## src/rtl/axi_multiport_bridge_pkg.sv

```systemverilog
// axi_multiport_bridge_pkg: shared types and AXI constants for the multiport bridge
package axi_multiport_bridge_pkg;
  typedef enum logic [1:0] {W_IDLE, W_REQ, W_RESP} axi_wr_state_t;
  typedef logic [3:0] axi_id_t;
  localparam logic [1:0] AXI_BURST_INCR = 2'b01;
  localparam logic [7:0] AXI_LEN_SINGLE = 8'd0;
endpackage

```

## src/rtl/axi_multiport_bridge_rr_arbiter.sv

```systemverilog
// axi_multiport_bridge_rr_arbiter: round-robin grant among requesting, eligible ports
// Ports: clk/resetn (async active-low); req, eligible: per-port vectors;
//        advance: handshake happened, move pointer past the winner; grant: one-hot winner.
module axi_multiport_bridge_rr_arbiter #(
  parameter int N = 2
) (
  input  logic         clk,
  input  logic         resetn,
  input  logic [N-1:0] req,
  input  logic [N-1:0] eligible,
  input  logic         advance,
  output logic [N-1:0] grant
);
  localparam int PW = N > 1 ? $clog2(N) : 1;
  logic [PW-1:0] ptr, idx, k;
  // Scan offsets from highest to lowest so the candidate nearest ptr wins.
  always_comb begin
    grant = '0;
    idx = ptr;
    k = ptr;
    for (int i = N - 1; i >= 0; i--) begin
      k = PW'((int'(ptr) + i) % N);
      if (req[k] && eligible[k]) idx = k;
    end
    grant[idx] = |(req & eligible);
  end
  always_ff @(posedge clk or negedge resetn)
    if (!resetn) ptr <= '0;
    else if (advance) ptr <= (idx == PW'(N - 1)) ? '0 : idx + 1'b1;
endmodule

```

## src/rtl/axi_multiport_bridge.sv

```systemverilog
// axi_multiport_bridge: NUM_PORTS sram-like masters onto one AXI3 master, round-robin
// Ports: clk, resetn (async active-low);
//        per-port sram side: req, wr, size, wstrb, addr, wdata -> addr_ok, data_ok, rdata;
//        AXI3 master: ar*, r*, aw*, w*, b*; the AXI read/write data and strobes are
//        named axi_rdata/axi_wdata/axi_wstrb so they do not collide with the sram side.
module axi_multiport_bridge
  import axi_multiport_bridge_pkg::*;
#(
  parameter int NUM_PORTS = 2,
  parameter int MAX_RD    = 4
) (
  input  logic                   clk,
  input  logic                   resetn,
  input  logic [NUM_PORTS-1:0]   req,
  input  logic [NUM_PORTS-1:0]   wr,
  input  logic [2*NUM_PORTS-1:0] size,
  input  logic [4*NUM_PORTS-1:0] wstrb,
  input  logic [32*NUM_PORTS-1:0] addr,
  input  logic [32*NUM_PORTS-1:0] wdata,
  output logic [NUM_PORTS-1:0]   addr_ok,
  output logic [NUM_PORTS-1:0]   data_ok,
  output logic [32*NUM_PORTS-1:0] rdata,
  output axi_id_t                arid,
  output logic [31:0]            araddr,
  output logic [7:0]             arlen,
  output logic [2:0]             arsize,
  output logic [1:0]             arburst,
  output logic [1:0]             arlock,
  output logic [3:0]             arcache,
  output logic [2:0]             arprot,
  output logic                   arvalid,
  input  logic                   arready,
  input  axi_id_t                rid,
  input  logic [31:0]            axi_rdata,
  input  logic [1:0]             rresp,
  input  logic                   rlast,
  input  logic                   rvalid,
  output logic                   rready,
  output axi_id_t                awid,
  output logic [31:0]            awaddr,
  output logic [7:0]             awlen,
  output logic [2:0]             awsize,
  output logic [1:0]             awburst,
  output logic [1:0]             awlock,
  output logic [3:0]             awcache,
  output logic [2:0]             awprot,
  output logic                   awvalid,
  input  logic                   awready,
  output axi_id_t                wid,
  output logic [31:0]            axi_wdata,
  output logic [3:0]             axi_wstrb,
  output logic                   wlast,
  output logic                   wvalid,
  input  logic                   wready,
  input  axi_id_t                bid,
  input  logic [1:0]             bresp,
  input  logic                   bvalid,
  output logic                   bready
);
  axi_wr_state_t state, state_n;
  logic [3:0] rd_cnt [NUM_PORTS];
  logic [NUM_PORTS-1:0] elig, grant;
  axi_id_t g_id, w_owner;
  logic g_wr, rd_acc, wr_acc;
  logic [31:0] g_addr, g_data;
  logic [1:0] g_size, w_size;
  logic [3:0] g_strb;
  logic unused;
  assign unused = ^{rresp, bresp, bid};
  // Writes wait for the port's reads to drain; reads stall on a word-address match with the pending write.
  always_comb
    for (int i = 0; i < NUM_PORTS; i++)
      elig[i] = wr[i] ? (state == W_IDLE && rd_cnt[i] == 4'd0)
                      : (!arvalid && rd_cnt[i] < 4'(MAX_RD) &&
                         !(state != W_IDLE && addr[32*i+2 +: 30] == awaddr[31:2]));
  axi_multiport_bridge_rr_arbiter #(.N(NUM_PORTS)) u_arb (
    .clk(clk),
    .resetn(resetn),
    .req(req & {NUM_PORTS{resetn}}),
    .eligible(elig),
    .advance(|grant),
    .grant(grant)
  );
  assign addr_ok = grant;
  always_comb begin
    g_id = '0;
    g_wr = 1'b0;
    g_addr = '0;
    g_size = '0;
    g_strb = '0;
    g_data = '0;
    for (int i = 0; i < NUM_PORTS; i++)
      if (grant[i]) begin
        g_id = axi_id_t'(i);
        g_wr = wr[i];
        g_addr = addr[32*i +: 32];
        g_size = size[2*i +: 2];
        g_strb = wstrb[4*i +: 4];
        g_data = wdata[32*i +: 32];
      end
  end
  assign rd_acc = |grant && !g_wr;
  assign wr_acc = |grant && g_wr;
  always_ff @(posedge clk or negedge resetn)
    if (!resetn) begin
      arvalid <= 1'b0;
      arid <= '0;
      araddr <= '0;
      arsize <= '0;
    end else if (rd_acc) begin
      arvalid <= 1'b1;
      arid <= g_id;
      araddr <= g_addr;
      arsize <= {1'b0, g_size};
    end else if (arready) arvalid <= 1'b0;
  always_ff @(posedge clk or negedge resetn)
    if (!resetn) for (int i = 0; i < NUM_PORTS; i++) rd_cnt[i] <= '0;
    else
      for (int i = 0; i < NUM_PORTS; i++)
        rd_cnt[i] <= rd_cnt[i] + 4'(rd_acc && g_id == axi_id_t'(i))
                               - 4'(rvalid && rlast && rid == axi_id_t'(i));
  always_ff @(posedge clk or negedge resetn)
    if (!resetn) state <= W_IDLE;
    else state <= state_n;
  always_comb
    state_n = (state == W_IDLE && wr_acc) ? W_REQ
            : (state == W_REQ && (!awvalid || awready) && (!wvalid || wready)) ? W_RESP
            : (state == W_RESP && bvalid && bready) ? W_IDLE : state;
  // A read return to the write owner takes the shared data_ok, so the B handshake waits a cycle.
  always_comb begin
    bready = state == W_RESP && !(rvalid && rid == w_owner);
    for (int i = 0; i < NUM_PORTS; i++)
      data_ok[i] = resetn && ((rvalid && rid == axi_id_t'(i)) ||
                              (bvalid && bready && w_owner == axi_id_t'(i)));
  end
  always_ff @(posedge clk or negedge resetn)
    if (!resetn) begin
      awvalid <= 1'b0;
      wvalid <= 1'b0;
      awaddr <= '0;
      w_size <= '0;
      axi_wstrb <= '0;
      axi_wdata <= '0;
      w_owner <= '0;
    end else if (wr_acc) begin
      awvalid <= 1'b1;
      wvalid <= 1'b1;
      awaddr <= g_addr;
      w_size <= g_size;
      axi_wstrb <= g_strb;
      axi_wdata <= g_data;
      w_owner <= g_id;
    end else begin
      if (awready) awvalid <= 1'b0;
      if (wready) wvalid <= 1'b0;
    end
  assign rdata = {NUM_PORTS{axi_rdata}};
  assign rready = 1'b1;
  assign arlen = AXI_LEN_SINGLE;
  assign arburst = AXI_BURST_INCR;
  assign arlock = '0;
  assign arcache = '0;
  assign arprot = '0;
  assign awid = w_owner;
  assign awlen = AXI_LEN_SINGLE;
  assign awsize = {1'b0, w_size};
  assign awburst = AXI_BURST_INCR;
  assign awlock = '0;
  assign awcache = '0;
  assign awprot = '0;
  assign wid = w_owner;
  assign wlast = 1'b1;
endmodule

```

## config.mk

```make
export PLATFORM = sky130hd
export DESIGN_NAME = axi_multiport_bridge
export DESIGN_NICKNAME = d
export VERILOG_FILES = /design/src/rtl/axi_multiport_bridge_pkg.sv /design/src/rtl/axi_multiport_bridge_rr_arbiter.sv /design/src/rtl/axi_multiport_bridge.sv
export SDC_FILE = /design/constraint.sdc
export NUM_CORES = 1
export LEC_CHECK = 0
export BUFFER_PORTS_ARGS = -buffer_cell sky130_fd_sc_hd__buf_2
export CORE_AREA = 2 2 165 167
export CTS_BUF_LIST = sky130_fd_sc_hd__clkbuf_2 sky130_fd_sc_hd__clkbuf_4 sky130_fd_sc_hd__clkbuf_8
export DETAILED_ROUTE_END_ITERATION = 7
export DIE_AREA = 0 0 167 169
export PLACE_DENSITY = 0.64
export SLEW_MARGIN = 20
export SYNTH_ARGS = -nofsm -noshare
export SYNTH_HDL_FRONTEND = slang
export SYNTH_SLANG_ARGS = --single-unit
```

## constraint.sdc

```tcl
create_clock -name clk -period 3.09 [get_ports clk]
set_clock_uncertainty 0.15 [all_clocks]
set_input_delay 0.309 -clock clk [delete_from_list [all_inputs] [get_ports clk]]
set_output_delay 0.309 -clock clk [all_outputs]
set_load 0.1 [all_outputs]
```

== After elaboration in Yosys (flattened, before gate mapping) ==
Cells that the tools add are included.
Storage, ports and cells
  register bits after elaboration: 126
  word-level logic and storage cells: 129
  input bits: 196
  output and inout port bits: 230
Cells by class
  reduce and logical (&&, ||, !) cells: 56
  multiplexer cells: 35
  bitwise gates (word level): 3
  eq/ne operators: 8
  $add $sub $neg: 6
  $lt $le $gt $ge: 6
Operators with widths (number)
  2-to-1 mux 32 bit: 4
  == test 30 bit: 2
  logical AND 1 bit: 32
  2-to-1 mux 1 bit: 23
  zero test 4 bit: 5
  == test 4 x 1 -> 1 bit (second input constant): 3
  2-to-1 mux 2 bit: 5
  adder 4 x 1 -> 4 bit: 2
  less-than comparator 4 x 3 -> 1 bit (second input constant): 2
  2-to-1 mux 4 bit: 2
  nonzero test 2 bit: 4
  subtractor 4 x 1 -> 4 bit: 2
  zero test 1 bit: 7
  bitwise AND 2 bit: 3
  less-than comparator 1 x 2 -> 1 bit (second input constant): 3
  == test 4 bit: 1
  logical OR 1 bit: 4
  OR reduction 2 bit: 2
  nonzero test 3 bit: 1
  adder 1 bit (second input constant): 2
  == test 2 x 1 -> 1 bit (second input constant): 1
  == test 2 bit (second input constant): 1
  zero test 2 bit: 1
  demux 1 bit (select 1 bit): 1
  >= comparator 1 bit (second input constant): 1

== Longest topological paths before layout ==
Gate-level depths: netlist of run 1.
  depth after elaboration: 22
  depth in mapped cells: 16
  depth with buffers taken out: 14

== Cells and area by module ==
Synthesis of run 1 repeated with hierarchy kept, for this count alone.
Unflattened totals
  cell total of the unflattened synthesis: 877
  area total of the unflattened synthesis: 7493.4 µm²
By module, submodules not included
  axi_multiport_bridge: cells an instance 868, area each 7414.6 µm², instances 1, sequential area each 2977.9 µm²
  axi_multiport_bridge_rr_arbiter: cells an instance 9, area each 78.8 µm², instances 1, sequential area each 25.0 µm²

== Worst setup path after synthesis of run 1 ==
OpenSTA, ideal clock, no wires.
  path type: reg-to-reg
  from: reg awaddr[29]
  to: reg rd_cnt[6] in the netlist's numbering
  arrival time: 4255 ps
  period minus slack after synthesis: 4528 ps
  data required time: 2817 ps
  setup time: 123 ps
  slack: -1438 ps
  buffers on the path: 2
  cell stages (with the launch flop): 15
  path through: dfrtp_1 > xor2_1 > nor4_1 > nand4_1 > o21ai_1 > a211o_1 > buf_2 > clkbuf_1 > and2_1 > nand2_1 > ha_1 > inv_1 > ha_1 > fa_1 > xor2_1
On the way
  cells in the longest elaborated chain, start to end: 22
  elaborated cells between the ends (all ways): 36
  those cells by class: add/sub (2); order compare (2); eq/ne (2); mux (13); bitwise (2); reduce/logical (15)
Ends and longest elaborated chain
  from (decl): RTL line axi_multiport_bridge.sv:40  | output logic [31:0] awaddr,
  from (signal assigned): RTL line axi_multiport_bridge.sv:148  | awaddr <= g_addr;
  == test 30 bit: RTL line axi_multiport_bridge.sv:75  | !(state != W_IDLE && addr[32*i+2 +: 30] == awaddr[31:2]));
  logical AND 1 bit: RTL line axi_multiport_bridge.sv:75
  zero test 1 bit: RTL line axi_multiport_bridge.sv:75
  logical AND 1 bit: RTL line axi_multiport_bridge.sv:74  | : (!arvalid && rd_cnt[i] < 4'(MAX_RD) &&
  2-to-1 mux 1 bit: RTL line axi_multiport_bridge.sv:73  | elig[i] = wr[i] ? (state == W_IDLE && rd_cnt[i] == 4'd0)
  2-to-1 mux 1 bit (not written as such) (2 in a row): RTL line axi_multiport_bridge_rr_arbiter.sv:23  | if (req[k] && eligible[k]) idx = k;
  logical AND 1 bit: RTL line axi_multiport_bridge_rr_arbiter.sv:23
  2-to-1 mux 1 bit (2 in a row): RTL line axi_multiport_bridge_rr_arbiter.sv:23
  [... 4 more ...]
  bitwise AND 2 bit (no line) *
  net addr_ok[0]: RTL line axi_multiport_bridge.sv:20  | output logic [NUM_PORTS-1:0] addr_ok,
  2-to-1 mux 1 bit (2 in a row): RTL line axi_multiport_bridge.sv:93  | if (grant[i]) begin
  zero test 1 bit: RTL line axi_multiport_bridge.sv:102  | assign rd_acc = |grant && !g_wr;
  logical AND 1 bit *: RTL line axi_multiport_bridge.sv:102
  logical AND 1 bit *: RTL line axi_multiport_bridge.sv:120  | rd_cnt[i] <= rd_cnt[i] + 4'(rd_acc && g_id == axi_id_t'(i))
  adder 4 x 1 -> 4 bit *: RTL line axi_multiport_bridge.sv:120
  subtractor 4 x 1 -> 4 bit *: RTL line axi_multiport_bridge.sv:121  | - 4'(rvalid && rlast && rid == axi_id_t'(i));
  to (signal, indexed assignment): RTL line axi_multiport_bridge.sv:120
  to (decl): RTL line axi_multiport_bridge.sv:61  | logic [3:0] rd_cnt [NUM_PORTS];
The timed path passes the listed nets; every way through them passes the cells marked *. The select of a mux whose other input is x is not followed.
A chain may end at the register's enable or synchronous reset.

== Worst setup path after layout of run 1 ==
  from: reg awaddr[20]
  to: reg rd_cnt[6] in the netlist's numbering
On the way
  cells in the longest elaborated chain, start to end: 22
  elaborated cells between the ends (all ways): 36
  those cells by class: add/sub (2); order compare (2); eq/ne (2); mux (13); bitwise (2); reduce/logical (15)
Ends and longest elaborated chain (RTL line)
  == test 30 bit: axi_multiport_bridge.sv:75
  logical AND 1 bit: axi_multiport_bridge.sv:75
  zero test 1 bit: axi_multiport_bridge.sv:75
  logical AND 1 bit: axi_multiport_bridge.sv:74
  2-to-1 mux 1 bit: axi_multiport_bridge.sv:73
  2-to-1 mux 1 bit (not written as such) (2 in a row): axi_multiport_bridge_rr_arbiter.sv:23
  logical AND 1 bit: axi_multiport_bridge_rr_arbiter.sv:23
  2-to-1 mux 1 bit (2 in a row): axi_multiport_bridge_rr_arbiter.sv:23
  [... 3 more ...]
  demux 1 bit (select 1 bit)
  bitwise AND 2 bit (no line) *
  2-to-1 mux 1 bit (2 in a row): axi_multiport_bridge.sv:93
  zero test 1 bit: axi_multiport_bridge.sv:102
  logical AND 1 bit: axi_multiport_bridge.sv:102
  logical AND 1 bit *: axi_multiport_bridge.sv:120
  adder 4 x 1 -> 4 bit *: axi_multiport_bridge.sv:120
  subtractor 4 x 1 -> 4 bit *: axi_multiport_bridge.sv:121
Every way passes the cells marked *; elsewhere a longest branch is shown, timed or not. The select of a mux whose other input is x is not followed.

==> results.toml, run 1 <==
[setup_path]
path_cells = "xor2_2, nor4_4, buf_4, nand4_1, o211a_4, buf_6, or3_4, nand2_4, ha_4, inv_2, ha_4, fa_2, xor2_1"
cp_max_fo = 4
cpMaxStageDelayCell = "dfrtp_4"
crit_required_ns = 3.25
crit_arrival_ns = 3.40
crit_type = "reg2reg"
setup.worst_path.start_class = "flop"
cp_slowest_stage_delay_ns = 0.51
endpoint_kind = "flop"
cpMostUsedCell = "ha_4"

[clock_tree]
cts_tree = "done"
cts_root_buffer = "clkbuf_8"
cts.clk_slew.worst_paths_ns = 0.08
clockBufferDepth = 2
h-tree-depth = 4
clock_sinks = 120
cts_made_buffers = 17
clock_latency_ns = 0.44

[power]
p_per_area_mw_per_mm2 = 940
ir_worst_vdd_mv = 0.568
p_leak_nw = 5.08

[route]
first_pass_iters = 7
viasPerCell = 4.67
ant_nets = 0
drc = 0
vias = 5904
route.final.wire_length_um = 24100
drt-wirelength-per-cell_um = 19.1
drt_first_iter_violations = 278

[global_routing]
grt.total_usage = 0.165
grt_overflow_total = 0
grt_max_degree = 60
grt_pass1_vias = 6094
antenna_found_initial = 8
grt_pass1_wl_um = 35600

[sta]
max_freq_mhz = 309
rsz0062_at_grt = "true"
setup_ws_ns = -0.145
worst_pin_slew_ns = 1.01
setup_viol = 7
slew_headroom = 0.325
fin_crit_ns = 3.24
slew_viol_final = 0
hold_violations = 0
period_share = 1.05

[floorplanning]
dieWidth_um = 167
die_h_um = 169
core_area_mm2 = 0.0265
die_area_mm2 = 0.0282
initial_utilization = 0.272
io_pins = 426
std_cell_rows = 60

[synth]
synth_common_cells = "dfrtp_1 (120), buf_4 (118), xor2_1 (63), mux2_2 (41), nor3b_1 (39)"
synth_area_mm2 = 0.00720
yosysMostFrequentCell = "dfrtp_1"
yosys-top-cells-area = "dfrtp_1 (42%), buf_4 (12%), xor2_1 (7.7%)"
synth_ff_type = "dfrtp_1"
yosysWarnings = 0
syn_area_per_cell_um2 = 11.6
synth_edf_count = 0
yosysSeqAreaShare = 0.417
ys_async_sr_fraction = 1.00
ys_types = 44
ys_seq_elements = 120
synth_top_cell_by_area = "dfrtp_1"
synth_top_cell_area_share = 0.417
postSynthCellCount = 618

[layout]
seq_area_mm2 = 0.00310
fin_area_mm2 = 0.00980
syn_to_final_growth_pct = 36.1
multiInputGateArea_mm2 = 0.00344
nNetsFinal = 1107
utilization = 0.370
fillerInstances = 2628
drive_above_1_share = 0.530

[job]
cap_violations = 0

[placed_design]
port_buffers = 270
place_hpwl_um = 16600
placed_area_mm2 = 0.00865
place.gp.congestion = 0.864

[run_status]
violations = "negative setup slack"
outcome = "finished, violations left"

[worst_hold_path]
hp-class = "in2reg"
## registers in the layout, indices dropped and copies added (netlist names)
name / count
arid: 1
state: 2
arvalid: 1
wvalid: 1
axi_wstrb: 4
awaddr: 32
axi_wdata: 32
arsize: 2
awvalid: 1
rd_cnt: 8
u_arb.ptr: 1
w_size: 2
awid: 1
araddr: 32
## metal layers
metal	vias to the layer above	share of wire	track usage
met5	-	0	0
li1	2649	-	-
met4	0	0.047	0.0926
met3	82	0.062	0.0395
met1	2909	0.39	0.194
met2	264	0.50	0.276
## placed cells by master, fill, tap and decap left out, types with 4 or more instances in the layout
master           n
nand4_1          6
inv_2            6
ha_4             5
inv_1           10
dfrtp_1         89
diode_2         10
mux2_1           7
mux2_4          20
clkbuf_8        17
nor2_1           4
dfrtp_2          7
buf_16           5
clkinv_4         6
nor3b_1         39
xor2_1          60
nor4_1           9
buf_6            4
mux2_2          41
a32o_1          34
ha_1             5
nor4_2           4
nand2_1         13
conb_1          51
buf_12           5
a221o_1         36
dfrtp_4         24
dlygate4sd3_1   40
buf_2          267
buf_4           39
## final cells by class
type,count,area share
tap,341,0.0435
clock inverter,13,0.0128
clock buffer,19,0.0254
timing repair buffer,362,0.242
inverter,16,0.00613
sequential,120,0.317
antenna,10,0.00255
multi-input combinational,382,0.351
## worst paths after layout
path / startpoint / endpoint / slack, ns / cells past startpoint
setup / recovery: awaddr[20] / rd_cnt[6] / -0.15 / 13
hold / removal: bvalid / state[1] / 0.02 / 4
setup reg to reg: awaddr[20] / rd_cnt[6] / -0.15 / 13
hold reg to reg: araddr[28] / araddr[28] / 0.34 / 1
max in group asynchronous: resetn / awaddr[2] / 0.90 / 4
min in group asynchronous: resetn / rd_cnt[4] / 0.14 / 2
## worst max-delay path, delay by kind of cell (launching register included)
| family | cells | cell delay (ns) |
|---|---|---|
| buf+inv | 3 | 0.31 |
| xor+xnor | 2 | 0.34 |
| fa+ha+maj | 3 | 0.60 |
| flops | 1 | 0.51 |
| compound gates | 1 | 0.31 |
| simple gates | 4 | 0.91 |
## cell families after synthesis
| logic type | share of synthesized area |
|---|---|
| AOI/OAI and AO/OA | 0.118 |
| muxes | 0.117 |
| xor gates and xnor gates | 0.0791 |
| DFF | 0.417 |
| other | 0.00104 |
| and+or+nand+nor | 0.0864 |
| adders and majority gates | 0.0229 |
| buffers and inverters | 0.158 |
## through the flow
step	setup TNS [ns]	setup WS, ns	hold slack, ns	instances	power, mW
floorplan	-1.56	-0.358	-0.137	667	7.13
global placement	-1.30	-0.249	0.00307	1169	7.68
detailed placement	-1.85	-0.295	0.00336	1169	7.72
CTS	-1.14	-0.215	0.00218	1250	9.24
global route	-1.82	-0.234	0.0398	1261	9.57
finish	-0.608	-0.145	0.0243	1263	9.21
## what timing repair did
action,4_1_cts,5_1_grt
hold endpoints to repair,44,0
endpoints found under the setup margin,107,112
hold buffers,40,0
gates resized for setup,21,16
setup buffers,5,4
pin swaps,10,23
gates cloned,4,1
## power breakdown
| group | switching (mW) | internal (mW) | leakage [nW] |
|---|---|---|---|
| Clock | 0.706 | 0.661 | 0.188 |
| Combinational | 4.29 | 1.17 | 3.34 |
| Sequential | 0.321 | 2.07 | 1.56 |
| Total | 5.31 | 3.90 | 5.08 |
Power figures use the tool's default switching activity.
==> inputs of run 2 (changes only) <==
--- a/config.mk
+++ b/config.mk
@@ -5,12 +5,13 @@
 export SDC_FILE = /design/constraint.sdc
 export NUM_CORES = 1
 export LEC_CHECK = 0
+export ABC_AREA = 1
 export BUFFER_PORTS_ARGS = -buffer_cell sky130_fd_sc_hd__buf_2
-export CORE_AREA = 2 2 165 167
+export CORE_AREA = 2 2 163 165
 export CTS_BUF_LIST = sky130_fd_sc_hd__clkbuf_2 sky130_fd_sc_hd__clkbuf_4 sky130_fd_sc_hd__clkbuf_8
 export DETAILED_ROUTE_END_ITERATION = 7
-export DIE_AREA = 0 0 167 169
-export PLACE_DENSITY = 0.64
+export DIE_AREA = 0 0 165 167
+export PLACE_DENSITY = 0.69
 export SLEW_MARGIN = 20
 export SYNTH_ARGS = -nofsm -noshare
 export SYNTH_HDL_FRONTEND = slang
==> run 2 against run 1 <==
  * The run now ends clean
  * First-iteration DRC count grew 57%
  * Die area down 2.4%
  * Combinational power decreased by 13%
  * Maximum frequency increased by 6.0%
  * Final cell count up 40%
  * Worst hold slack improved by 0.0094 ns
  * Clock power rose by 10%
  * Highest routed layer is now met5
==> results.toml, run 2 <==
[placed_design]
port_buffers = 270
place.gp.congestion = 0.825
place_hpwl_um = 18300
placedCellCount = 1705

[route]
ant_nets = 0
drt_first_iter_violations = 437
vias = 7516
first_pass_iters = 5
drc = 0
viasPerCell = 4.25
route.final.wire_length_um = 27100
drt-wirelength-per-cell_um = 15.3

[synth]
ys_types = 30
synth_top_cell_by_area = "dfrtp_1"
synth_edf_count = 0
syn_area_per_cell_um2 = 6.70
postSynthCellCount = 1187
synth_ff_type = "dfrtp_1"
synth_area_mm2 = 0.00795
yosys-top-cells-area = "dfrtp_1 (38%), nand2_1 (24%), buf_4 (11%)"
synth_top_cell_area_share = 0.378
ys_async_sr_fraction = 1.00
yosysMostFrequentCell = "nand2_1"
yosysSeqAreaShare = 0.378
yosysWarnings = 0
synth_common_cells = "nand2_1 (518), inv_1 (164), dfrtp_1 (120), buf_4 (116), nor2_1 (101)"
ys_seq_elements = 120

[sta]
whs_ns = 0.0337
hold_violations = 0
rsz0062_at_grt = "true"
worst_pin_slew_ns = 0.880
period_share = 0.988
slew_headroom = 0.414
setup_viol = 0
max_freq_mhz = 328
fin_crit_ns = 3.05
slew_viol_final = 0

[layout]
multiInputGateArea_mm2 = 0.00370
syn_to_final_growth_pct = 27.7
fillerInstances = 2704
final_cells = 1769
mostFrequentLayoutCells = "nand2_1 (506), buf_2 (267), inv_1 (157), nor2_1 (93), dfrtp_1 (89)"
seq_area_mm2 = 0.00312
utilization = 0.394
reg_top3 = "araddr: 32 flops, awaddr: 32 flops, axi_wdata: 32 flops"
drive_above_1_share = 0.303
mostFrequentLayoutCell = "nand2_1"
nNetsFinal = 1625

[clock_tree]
cts_made_buffers = 17
cts.clk_slew.worst_paths_ns = 0.09
h-tree-depth = 4
clock_sinks = 120
clockBufferDepth = 2
cts_tree = "done"
clock_latency_ns = 0.45
cts_root_buffer = "clkbuf_8"

[worst_hold_path]
hold_start = "addr[33]"
hp-class = "in2reg"

[setup_path]
cpMaxStageDelayCell = "dfrtp_4"
crit_required_ns = 3.27
endpoint_kind = "flop"
critPathLaunch = "awaddr[23]"
cpMostUsedCell = "nand2_1"
crit_buf_inv = 3
cp_slowest_stage_delay_ns = 0.52
setup.worst_path.start_class = "flop"
cp_top_family = "simple AND/OR/NAND/NOR gates"
r2r-start = "awaddr[23]"
path_cells = "xnor2_2, buf_4, nand2_1, nor2_1, nand2_1, nor2_2, nand2_2, nand2_4, a21oi_4, nand3_2, nand2_8, inv_2, nand2_1, ha_1, inv_1, ha_4, fa_2, xor2_1"
crit_arrival_ns = 3.23
crit_type = "reg2reg"
cp_max_fo = 5

[floorplanning]
io_pins = 426
dieWidth_um = 165
core_area_mm2 = 0.0258
die_area_mm2 = 0.0276
std_cell_rows = 59
die_h_um = 167
initial_utilization = 0.309

[global_routing]
grt_pass1_wl_um = 39400
antenna_found_initial = 8
grt_max_degree = 74
grt.total_usage = 0.188
grt_pass1_vias = 7197
grt_overflow_total = 0

[power]
ir_worst_vdd_mv = 0.480
p_leak_nw = 6.19
p_per_area_mw_per_mm2 = 842
fin_total_pwr_mw = 8.55

[run_status]
outcome = "completed"

[job]
cap_violations = 0
[run 2: area by class of cell]
class                           count  area share
Antenna cell                        4    0.000985
Clock inverter                     15      0.0161
Tap cell                          335      0.0413
Clock buffer                       17      0.0230
Timing Repair Buffer              311       0.180
Inverter                          176      0.0668
Sequential cell                   120       0.307
Multi-Input combinational cell    791       0.365
[run 2: final timing paths]
path	slack, ns	end	depth (start not counted)
max	0.04	rd_cnt[6]	18
min	0.03	awaddr[1]	5
max reg2reg	0.04	rd_cnt[6]	18
min reg2reg	0.33	arid[0]	2
max in group asynchronous	0.80	awaddr[4]	4
min in group asynchronous	0.06	awaddr[10]	2
[run 2: cells by family (layout without fill, tap and decap cells)]
family,after synthesis,in the layout,synth area share
DFF,120,120,0.378
and+or+nand+nor,643,644,0.312
adders and majority gates,12,12,0.0208
buffers and inverters,326,519,0.219
xor gates and xnor gates,33,33,0.0363
AOI/OAI and AO/OA,51,51,0.0332
other,2,55,0.000944
[run 2: where the power goes]
group | switching (mW) | internal, mW
clock network | 0.780 | 0.734
registers | 0.312 | 2.00
logic | 3.80 | 0.929
[run 2: metal layers]
metal  GRT usage  up-vias  share of wire
met3      0.0588       46          0.081
li1            -     3770              -
met4      0.0635        4          0.019
met1       0.228     3399           0.41
met5           0        -        0.00078
met2       0.313      297           0.48
[run 2: stage by stage]
step           instance area [µm²]  setup TNS (ns)  worst slack, ns
6_report                     10200               0           0.0376
5_1_grt                      10200          -0.265          -0.0836
4_1_cts                       9810               0          0.00282
3_5_place_dp                  9120          -0.156          -0.0599
3_3_place_gp                  9120         -0.0853          -0.0458
2_1_floorplan                 8290         -0.0688          -0.0688
[run 2: tightest hold or removal path: stages]
cell	delay (ns)
buf_2	0.08
nand2_1	0.04
nand2_1	0.07
nand2_1	0.05
nand2_1	0.05
[run 2: repair_timing]
item / CTS / global route
cloned: 1 / 3
pin swaps: 7 / 14
setup endpoints to repair: 6 / 46
resized for setup: 30 / 41
buffers inserted: 4 / 12
hold buffers: 8 / 0
endpoints found under the hold margin: 64 / 0
==> inputs of run 3 (changes only) <==
--- a/config.mk
+++ b/config.mk
@@ -11,7 +11,8 @@
 export CTS_BUF_LIST = sky130_fd_sc_hd__clkbuf_2 sky130_fd_sc_hd__clkbuf_4 sky130_fd_sc_hd__clkbuf_8
 export DETAILED_ROUTE_END_ITERATION = 7
 export DIE_AREA = 0 0 165 167
-export PLACE_DENSITY = 0.69
+export PLACE_DENSITY = 0.71
+export RECOVER_POWER = 25
 export SLEW_MARGIN = 20
 export SYNTH_ARGS = -nofsm -noshare
 export SYNTH_HDL_FRONTEND = slang
==> run 3 against run 2 <==
  * Sequential cell count is the same
  * Critical path depth is the same
  * Sequential share of layout area shrank 0.14 points
  * Setup slack lost 0.0012 ns
  * Non-clock buffer count grew 2
  * Critical path type unchanged
  * Largest cell class unchanged
==> results.toml, run 3 (synthesis gave the netlist of run 2 again) <==
[run_status]
outcome = "completed"

[layout]
final_cells = 1768
drive_above_1_share = 0.311
nNetsFinal = 1626
syn_to_final_growth_pct = 28.3
mostFrequentLayoutCell = "nand2_1"
reg_top3 = "araddr: 32 flops, awaddr: 32 flops, axi_wdata: 32 flops"
fillerInstances = 2693
mostFrequentLayoutCells = "nand2_1 (498), buf_2 (267), inv_1 (154), nor2_1 (91), dfrtp_1 (89)"
fin_area_mm2 = 0.0102

[setup_path]
crit_required_ns = 3.26
cp_top_family = "simple AND/OR/NAND/NOR gates"
crit_type = "reg2reg"
crit_buf_inv = 3
endpoint_kind = "flop"
cp_slowest_stage_delay_ns = 0.52
setup.worst_path.start_class = "flop"
reg2reg_setup_slack_ns = 0.04
cpMaxStageDelayCell = "dfrtp_4"
cp_max_fo = 4
crit_arrival_ns = 3.22
cpMostUsedCell = "nand2_2"
path_cells = "xnor2_2, nand2_1, nor2_2, nand2_1, nor2_2, nand2_2, nand2_2, a21oi_4, buf_6, nand3_4, nand2_4, inv_2, nand2_2, ha_4, inv_2, ha_4, fa_2, xor2_1"

[placed_design]
placed_area_mm2 = 0.00924
placedCellCount = 1719
place.gp.congestion = 0.835
port_buffers = 270
place_hpwl_um = 18400

[clock_tree]
clockBufferDepth = 2
cts_root_buffer = "clkbuf_8"
clock_latency_ns = 0.44
cts_tree = "done"
clock_sinks = 120
h-tree-depth = 4
cts_made_buffers = 17
cts.clk_slew.worst_paths_ns = 0.09

[global_routing]
antenna_found_initial = 1
grt_overflow_total = 0
grt_max_degree = 74
grt_pass1_vias = 7325
grt.total_usage = 0.191
grt_pass1_wl_um = 40100

[route]
route.final.wire_length_um = 26600
viasPerCell = 4.29
drt_first_iter_violations = 454
drt-wirelength-per-cell_um = 15.1
drc = 0
first_pass_iters = 5
ant_nets = 0
vias = 7589

[floorplanning]
std_cell_rows = 59
io_pins = 426
initial_utilization = 0.309
core_area_mm2 = 0.0258
dieWidth_um = 165
die_h_um = 167
die_area_mm2 = 0.0276

[power]
p_per_area_mw_per_mm2 = 855
p_leak_nw = 6.20
ir_worst_vdd_mv = 0.436
fin_total_pwr_mw = 8.73

[sta]
worst_pin_slew_ns = 0.891
max_freq_mhz = 327
fin_crit_ns = 3.05
rsz0062_at_grt = "true"
slew_viol_final = 0
setup_viol = 0
period_share = 0.988
hold_violations = 0
slew_headroom = 0.406

[job]
cap_violations = 0

[worst_hold_path]
hp-class = "in2reg"
[run 3: cell types whose count changed in the layout (fill, tap and decap cells not counted), sizes merged]
cell         before  now
buf             300  304
inv             176  173
bufinv            2    4
diode             4    2
dlygate4sd3       8    6
bufbuf            1    2
clkbuf           19   18
clkinv           11   12
nor2            104  103
[run 3: final timing paths]
check,start,endpoint,depth (start not counted)
max reg2reg,awaddr[27],rd_cnt[6],18
max,awaddr[27],rd_cnt[6],18
min in group asynchronous,resetn,araddr[16],2
min reg2reg,araddr[23],araddr[23],2
min,addr[33],awaddr[1],5
max in group asynchronous,resetn,awaddr[10],4
[run 3: power breakdown]
group | switching, mW | internal, mW
Sequential | 0.298 | 2.00
Clock | 0.796 | 0.899
Combinational | 3.80 | 0.938
Total | 4.89 | 3.83
[run 3: repair_timing]
item / 4_1_cts / 5_1_grt
hold buffers: 6 / 0
endpoints found under the hold margin: 62 / 0
cloned: 2 / 1
endpoints found under the setup margin: 5 / 25
setup buffers: 2 / 5
pin swaps: 5 / 20
resized for setup: 28 / 46
[run 3: worst register-to-register path: cells and delay by family, from the launching register on]
family	cells	cell delay [ns]
AO/OA/AOI/OAI	1	0.08
XOR/XNOR	2	0.35
adder cells (fa/ha/maj)	3	0.78
flip-flops	1	0.52
buffers and inverters	3	0.23
AND/OR/NAND/NOR	9	0.84
[run 3: routing by layer]
metal / track usage / share of wire / vias up
met1: 0.233 / 0.42 / 3484
li1: - / - / 3764
met4: 0.0733 / 0.030 / 0
met5: 0 / 0 / -
met3: 0.0600 / 0.077 / 57
met2: 0.314 / 0.47 / 284
[run 3: layout make-up]
| cell class | count | area, µm² | share of cell area |
|---|---|---|---|
| timing repair buffer | 313 | 1870 | 0.183 |
| inverter | 176 | 678 | 0.0665 |
| clock inverter | 15 | 213 | 0.0208 |
| clock buffer | 17 | 234 | 0.0229 |
| tap | 335 | 419 | 0.0411 |
| sequential | 120 | 3120 | 0.305 |
| antenna | 2 | 5.00 | 0.000490 |
| multi-input combinational | 790 | 3670 | 0.360 |
[run 3: stage by stage]
| stage | setup TNS, ns | util | setup WS, ns | hold WS, ns |
|---|---|---|---|---|
| final | 0 | 0.396 | 0.0365 | 0.0371 |
| after global routing | -1.68 | 0.396 | -0.129 | 0.0206 |
| after CTS | -0.0138 | 0.386 | -0.0138 | 0.00458 |
| after detailed placement | -0.219 | 0.359 | -0.110 | -0.0389 |
| after global placement | -0.0890 | 0.359 | -0.0690 | -0.0390 |
| after floorplan | -0.0688 | - | -0.0688 | -0.137 |
